--- src/rtl/key_cond_pkg.sv ---
// Shared constants and helpers for the key conditioning stage.
package key_cond_pkg;

  localparam int unsigned DEBOUNCE_CYCLES_DEFAULT = 50000;
  localparam int unsigned SIM_DEBOUNCE_CYCLES     = 4;

  // Debounce counter width: max(1, clog2(n)).
  function automatic int unsigned cnt_width(input int unsigned n);
    int unsigned w;
    w = $clog2(n);
    return (w < 1) ? 1 : w;
  endfunction

endpackage

--- src/rtl/key_debounce_ch.sv ---
// One key channel: 2-flop synchroniser, debounce counter, stable level,
// registered press/release pulses and a toggle state. Input is normalised
// (1 = pressed).
module key_debounce_ch
  import key_cond_pkg::*;
#(
  parameter int unsigned DEBOUNCE_CYCLES = DEBOUNCE_CYCLES_DEFAULT
) (
  input  logic clk,
  input  logic rst_n,
  input  logic key_i,
  output logic level_o,
  output logic press_o,
  output logic release_o,
  output logic toggle_o
);

  localparam int unsigned CNT_W = cnt_width(DEBOUNCE_CYCLES);

  logic             sync1_q, sync2_q;
  logic             stable_q, stable_d;
  logic [CNT_W-1:0] cnt_q, cnt_d;
  logic             press_q, press_d;
  logic             release_q, release_d;
  logic             toggle_q, toggle_d;

  // Two-flop synchroniser; nothing between the stages.
  always_ff @(posedge clk or negedge rst_n) begin
    if (!rst_n) begin
      sync1_q <= 1'b0;
      sync2_q <= 1'b0;
    end else begin
      sync1_q <= key_i;
      sync2_q <= sync1_q;
    end
  end

  // Accept a new level only after an uninterrupted run of mismatching samples.
  always_comb begin
    stable_d  = stable_q;
    cnt_d     = '0;
    press_d   = 1'b0;
    release_d = 1'b0;
    toggle_d  = toggle_q;
    if (sync2_q != stable_q) begin
      if (cnt_q == CNT_W'(DEBOUNCE_CYCLES - 1)) begin
        stable_d  = sync2_q;
        press_d   = sync2_q;
        release_d = ~sync2_q;
        toggle_d  = toggle_q ^ sync2_q;
      end else begin
        cnt_d = cnt_q + CNT_W'(1);
      end
    end
  end

  // Debounce state and registered outputs.
  always_ff @(posedge clk or negedge rst_n) begin
    if (!rst_n) begin
      stable_q  <= 1'b0;
      cnt_q     <= '0;
      press_q   <= 1'b0;
      release_q <= 1'b0;
      toggle_q  <= 1'b0;
    end else begin
      stable_q  <= stable_d;
      cnt_q     <= cnt_d;
      press_q   <= press_d;
      release_q <= release_d;
      toggle_q  <= toggle_d;
    end
  end

  assign level_o   = stable_q;
  assign press_o   = press_q;
  assign release_o = release_q;
  assign toggle_o  = toggle_q;

endmodule

--- src/rtl/key_conditioner.sv ---
// Conditions raw push-button pins into clean synchronous level, pulse and
// toggle signals, one independent channel per key.
module key_conditioner
  import key_cond_pkg::*;
#(
  parameter int unsigned NUM_KEYS        = 3,
  parameter int unsigned DEBOUNCE_CYCLES = DEBOUNCE_CYCLES_DEFAULT,
  parameter int unsigned KEY_ACTIVE_LOW  = 1
) (
  input  logic                clk,
  input  logic                rst_n,
  input  logic [NUM_KEYS-1:0] key_raw,
  output logic [NUM_KEYS-1:0] key_level,
  output logic [NUM_KEYS-1:0] key_press,
  output logic [NUM_KEYS-1:0] key_release,
  output logic [NUM_KEYS-1:0] key_toggle
);

  logic [NUM_KEYS-1:0] key_norm;

  // Normalise polarity so that 1 always means pressed.
  assign key_norm = (KEY_ACTIVE_LOW != 0) ? ~key_raw : key_raw;

  // One debounce channel per key.
  for (genvar g = 0; g < int'(NUM_KEYS); g++) begin : g_ch
    key_debounce_ch #(
      .DEBOUNCE_CYCLES(DEBOUNCE_CYCLES)
    ) u_ch (
      .clk      (clk),
      .rst_n    (rst_n),
      .key_i    (key_norm[g]),
      .level_o  (key_level[g]),
      .press_o  (key_press[g]),
      .release_o(key_release[g]),
      .toggle_o (key_toggle[g])
    );
  end

endmodule

--- config.mk ---
export PLATFORM = sky130hd
export DESIGN_NAME = key_conditioner
export DESIGN_NICKNAME = d
export VERILOG_FILES = /design/src/rtl/key_cond_pkg.sv /design/src/rtl/key_debounce_ch.sv /design/src/rtl/key_conditioner.sv
export SDC_FILE = /design/constraint.sdc
export NUM_CORES = 1
export LEC_CHECK = 0
export CAP_MARGIN = 25
export CORE_MARGIN = 2
export CORE_UTILIZATION = 30
export CTS_CLUSTER_DIAMETER = 150
export CTS_CLUSTER_SIZE = 24
export DETAILED_ROUTE_END_ITERATION = 8
export GPL_TIMING_DRIVEN = 0
export HOLD_SLACK_MARGIN = 0.02
export PLACE_DENSITY = 0.46
export SYNTH_ARGS = -nofsm -noshare
export SYNTH_HDL_FRONTEND = slang
export SYNTH_SLANG_ARGS = --single-unit
--- constraint.sdc ---
create_clock -name clk -period 5.4 [get_ports clk]
set_clock_uncertainty 0.1 [all_clocks]
set_input_delay 0.81 -clock clk [delete_from_list [all_inputs] [get_ports clk]]
set_output_delay 0.81 -clock clk [all_outputs]
set_load 0.01 [all_outputs]
==> impl_summary.md <==
Timing
The number of endpoints with negative hold slack in the final report is 0. Static timing analysis puts the maximum clock frequency at 432.6 MHz. The least setup slack across all paths after layout is between 3 and 4 ns. The final number of max-transition violations is 0. Setup total negative slack on the finished layout was measured at 0 ns. Setup repair after global routing left no endpoint under its margin.

The worst relative slew slack is 43.99%. At the pin with the least slew margin, the transition time is approximately 0.84 ns. Setup violations remaining at the end of the flow were counted as 0.

The clock period minus final worst setup slack is between 2 and 2.5 ns. After layout, the worst path uses 42.80% of the clock period.

Detailed routing
In the final routing, the length of wire on met1 measures 2746 um. The routed design uses 2398 um of met2 wire. The first routing iteration left 95 violations. The via count is between 2000 and 2500. The number of remaining DRC errors is 0. The detail-routed via count per cell is 4.554.

The average wire per cell in the routed design is 11.85 um. Before antenna repair, the detailed router went through 4 iterations. The highest layer touched by signal routing is met4. The total wirelength of the detailed-routed design is 5414 um.

The met3 routed wirelength is between 150 and 200 um. Once detail routing completed, the nets flagged for antenna violations numbered 0.

Setup path
STA classifies the critical path endpoint as a primary output. The path type of the worst setup path is flip-flop to primary output. In this run the worst path has a maximum fanout of 5.

Data on the critical path arrives at its endpoint at 1.40 ns. The worst endpoint required time is 4.49 ns. STA classifies the critical path startpoint as a flip-flop.

Clock network
The hold-fix buffer count after cts is 0. The cell sitting at the root of the clock tree is a sky130_fd_sc_hd__clkbuf_8. In this run, CTS created clock tree buffers numbering 9. The clock tree from TritonCTS is done. The longest clock path from root to sink contains 2 buffers. The register clock-pin slew on the reported worst setup and hold paths is 0.07 ns. The clock reaches the later pin of the worst-skew pair after approximately 0.34 ns. The total number of H-tree levels is 3.

Once the clock tree was built, the resizer swapped 0 gates to a different size. Buffers added to address setup during post-CTS repair amount to 0. The CTS sink count is 66.

Die
The number of placed I/O pins is 17. Measured along the y axis, the die boundary spans 104.9 um. The starting utilization of the core area is 31.08%. The die is ~100 um wide. The die area is 10990 um^2.

The core box area is 9819 um^2. The number of placement rows is 36.

Synth
The post-synthesis async set-or-reset flop share is 100.0%. Yosys printed 0 warnings. Ranked by total cell area, the synthesized netlist is headed by sky130_fd_sc_hd__dfrtp_1 54%, sky130_fd_sc_hd__xnor2_1 7.5%, sky130_fd_sc_hd__nor2_1 6.5%, sky130_fd_sc_hd__xor2_1 6.3%, sky130_fd_sc_hd__buf_4 3.2%. The count of state elements after synthesis is between 60 and 70.

The area share of the leading cell type in the synthesized netlist is 54.12%. The number of cells produced by synthesis is 292. The prevailing post-synth register cell is sky130_fd_sc_hd__dfrtp_1.

Sequential elements use 54.12% of the synthesized area. The average cell area after synthesis is 10.45 um^2. In this run, synthesis inferred 0 flip-flops with an integrated enable. The most repeated cell in the gate-level netlist after synthesis is sky130_fd_sc_hd__dfrtp_1.

In this run, distinct cell masters in the synthesized netlist total 28. The library cell with the largest summed area after synthesis is sky130_fd_sc_hd__dfrtp_1. In the synthesized netlist, the cells that appear most often are 66 x sky130_fd_sc_hd__dfrtp_1, 53 x sky130_fd_sc_hd__nor2_1, 26 x sky130_fd_sc_hd__xnor2_1. The post-synth net total is 300. After synthesis the cells add up to 3052 um^2.

Pwr
VDD sags by at most 104.7 uV. The logic gate share of total power is 3.0%. Summed over all cells, the static leakage comes to 1.543 nW. The fraction of power spent switching nets is a little over a fifth. In this run the power spent charging and discharging nets is between 0.2 and 0.25 mW.

In this run the power density over the cells is 276.8 nW/um^2. Internal power comes to 0.7824 mW. The proportion of power drawn by the clock network is 45.8%. The sequential share of power is between 50% and 60%.

Global routing
The pin count of the biggest net entering global routing is 67. The number of global-route vias before repair was 2061. For this run the aggregate overflow at the end of global routing stands at 0. The wire length of the first global-routing pass is a little under 10000 um. The number of antenna violations at the first check in global routing came to 0. Global routing used between 10% and 20% of the available tracks.

Placement
The cell count after placement is 441. In this run the tool buffered the top-level ports with 16 buffer cells. At the end of routability-driven placement, the weighted congestion stood at 0.7515. The setup slack after placement is 3.203 ns. The instance area after placement is between 3000 and 4000 um^2. The detailed-placement wirelength estimate is 3607 um.

Job
The number of violations of the max-capacitance limit is 0.

Cells and area
Compared with the post-synthesis result, the final layout area differs by 17.79%. In the final layout, the share of cells above drive strength 1 is about a tenth. The post-layout net count is 327. The number of fillers in the final layout is 1030. The post-route cell area is 3595 um^2. The final standard cell count with taps included and fillers excluded is around 460. The number of diodes is 0.

Status
The flow ran to the end, and the final reports show no timing, DRC or antenna violations.

Min path
The worst min-delay path category is flip-flop to flip-flop.
-- critical path, stage by stage, from the launching register on --
cell and delay, ns:
sky130_fd_sc_hd__dfrtp_1 0.41, sky130_fd_sc_hd__buf_4 0.13, sky130_fd_sc_hd__clkdlybuf4s50_1 0.52
-- power by group through the flow --
stage / clock network (mW) / logic [mW] / registers (mW)
after floorplan: 0 / 0.0139 / 0.517
final: 0.456 / 0.0295 / 0.509
after global placement: 0 / 0.0315 / 0.519
after CTS: 0.472 / 0.0314 / 0.509
after global routing: 0.501 / 0.0348 / 0.510
after detailed placement: 0 / 0.0311 / 0.519
-- worst paths after layout --
path                                             from                      to  slack (ns)  cells past startpoint
min in group asynchronous                       rst_n  g_ch[0].u_ch.release_o        0.47                      1
worst max-delay path             g_ch[0].u_ch.level_o            key_level[0]        3.09                      2
worst max register to register  g_ch[0].u_ch.cnt_q[0]  g_ch[0].u_ch.cnt_q[11]        3.19                      6
worst min register to register   g_ch[1].u_ch.sync1_q    g_ch[1].u_ch.sync2_q        0.25                      0
max in group asynchronous                       rst_n   g_ch[1].u_ch.cnt_q[8]        4.17                      1
worst min-delay path             g_ch[1].u_ch.sync1_q    g_ch[1].u_ch.sync2_q        0.25                      0
-- state kept, by name, summed over array words and instances, names as in the netlist --
register	flops
g_ch.u_ch.release_o	3
g_ch.u_ch.sync2_q	3
g_ch.u_ch.toggle_o	3
g_ch.u_ch.sync1_q	3
g_ch.u_ch.cnt_q	48
g_ch.u_ch.level_o	3
g_ch.u_ch.press_o	3
-- through the flow --
step | util, % | hold slack (ns) | power [mW]
detailed placement | 34.38 | 0.2358 | 0.5497
global placement | 34.40 | 0.2333 | 0.5504
finish | 36.61 | 0.2481 | 0.9949
CTS | 36.61 | 0.2521 | 1.013
global route | 36.61 | 0.2706 | 1.047
floorplan | - | 0.2312 | 0.5309
-- per-layer routing --
| layer | up-vias | GRT usage (%) |
|---|---|---|
| met1 | 1023 | 15.15 |
| met3 | 8 | 2.994 |
| met2 | 18 | 15.96 |
| met5 | - | 0 |
| met4 | 0 | 5.429 |
| li1 | 1032 | - |
-- layout by cell type (no fill, tap or decap), types with 2 or more instances in the layout --
cell type	count
sky130_fd_sc_hd__nor2_1	53
sky130_fd_sc_hd__clkdlybuf4s50_1	15
sky130_fd_sc_hd__and3_1	9
sky130_fd_sc_hd__nand3_1	17
sky130_fd_sc_hd__nor3_1	10
sky130_fd_sc_hd__xor2_1	22
sky130_fd_sc_hd__nand3b_1	2
sky130_fd_sc_hd__nor4_1	10
sky130_fd_sc_hd__dfrtp_1	66
sky130_fd_sc_hd__and4_1	4
sky130_fd_sc_hd__clkinv_2	2
sky130_fd_sc_hd__bufinv_16	2
sky130_fd_sc_hd__clkbuf_1	5
sky130_fd_sc_hd__or3_1	3
sky130_fd_sc_hd__clkbuf_8	10
sky130_fd_sc_hd__ha_1	3
sky130_fd_sc_hd__nand2_1	13
sky130_fd_sc_hd__inv_1	7
sky130_fd_sc_hd__nand4_1	14
sky130_fd_sc_hd__nor3b_1	4
sky130_fd_sc_hd__nand2b_1	3
sky130_fd_sc_hd__xnor2_1	26
sky130_fd_sc_hd__buf_4	14
-- layout make-up --
cell class	instances	area, um^2	share of cell area [%]
buffer	17	112.6	3.133
clock buffer	11	141.4	3.933
clock inverter	5	77.57	2.158
inverter	7	26.28	0.7309
multi-input combinational	202	1261	35.09
sequential	66	1652	45.94
tap	133	166.4	4.629
timing repair buffer	16	157.7	4.386
-- logic make-up after synthesis --
| group | Yosys count | synth area share [%] |
|---|---|---|
| simple gates | 146 | 24.64 |
| flops | 66 | 54.12 |
| xor+xnor | 48 | 13.78 |
| buf+inv | 24 | 4.551 |
| mux | 3 | 1.230 |
| fa+ha+maj | 3 | 1.230 |
| compound gates | 2 | 0.4509 |
Note: power is estimated with default switching activity, not from simulation.
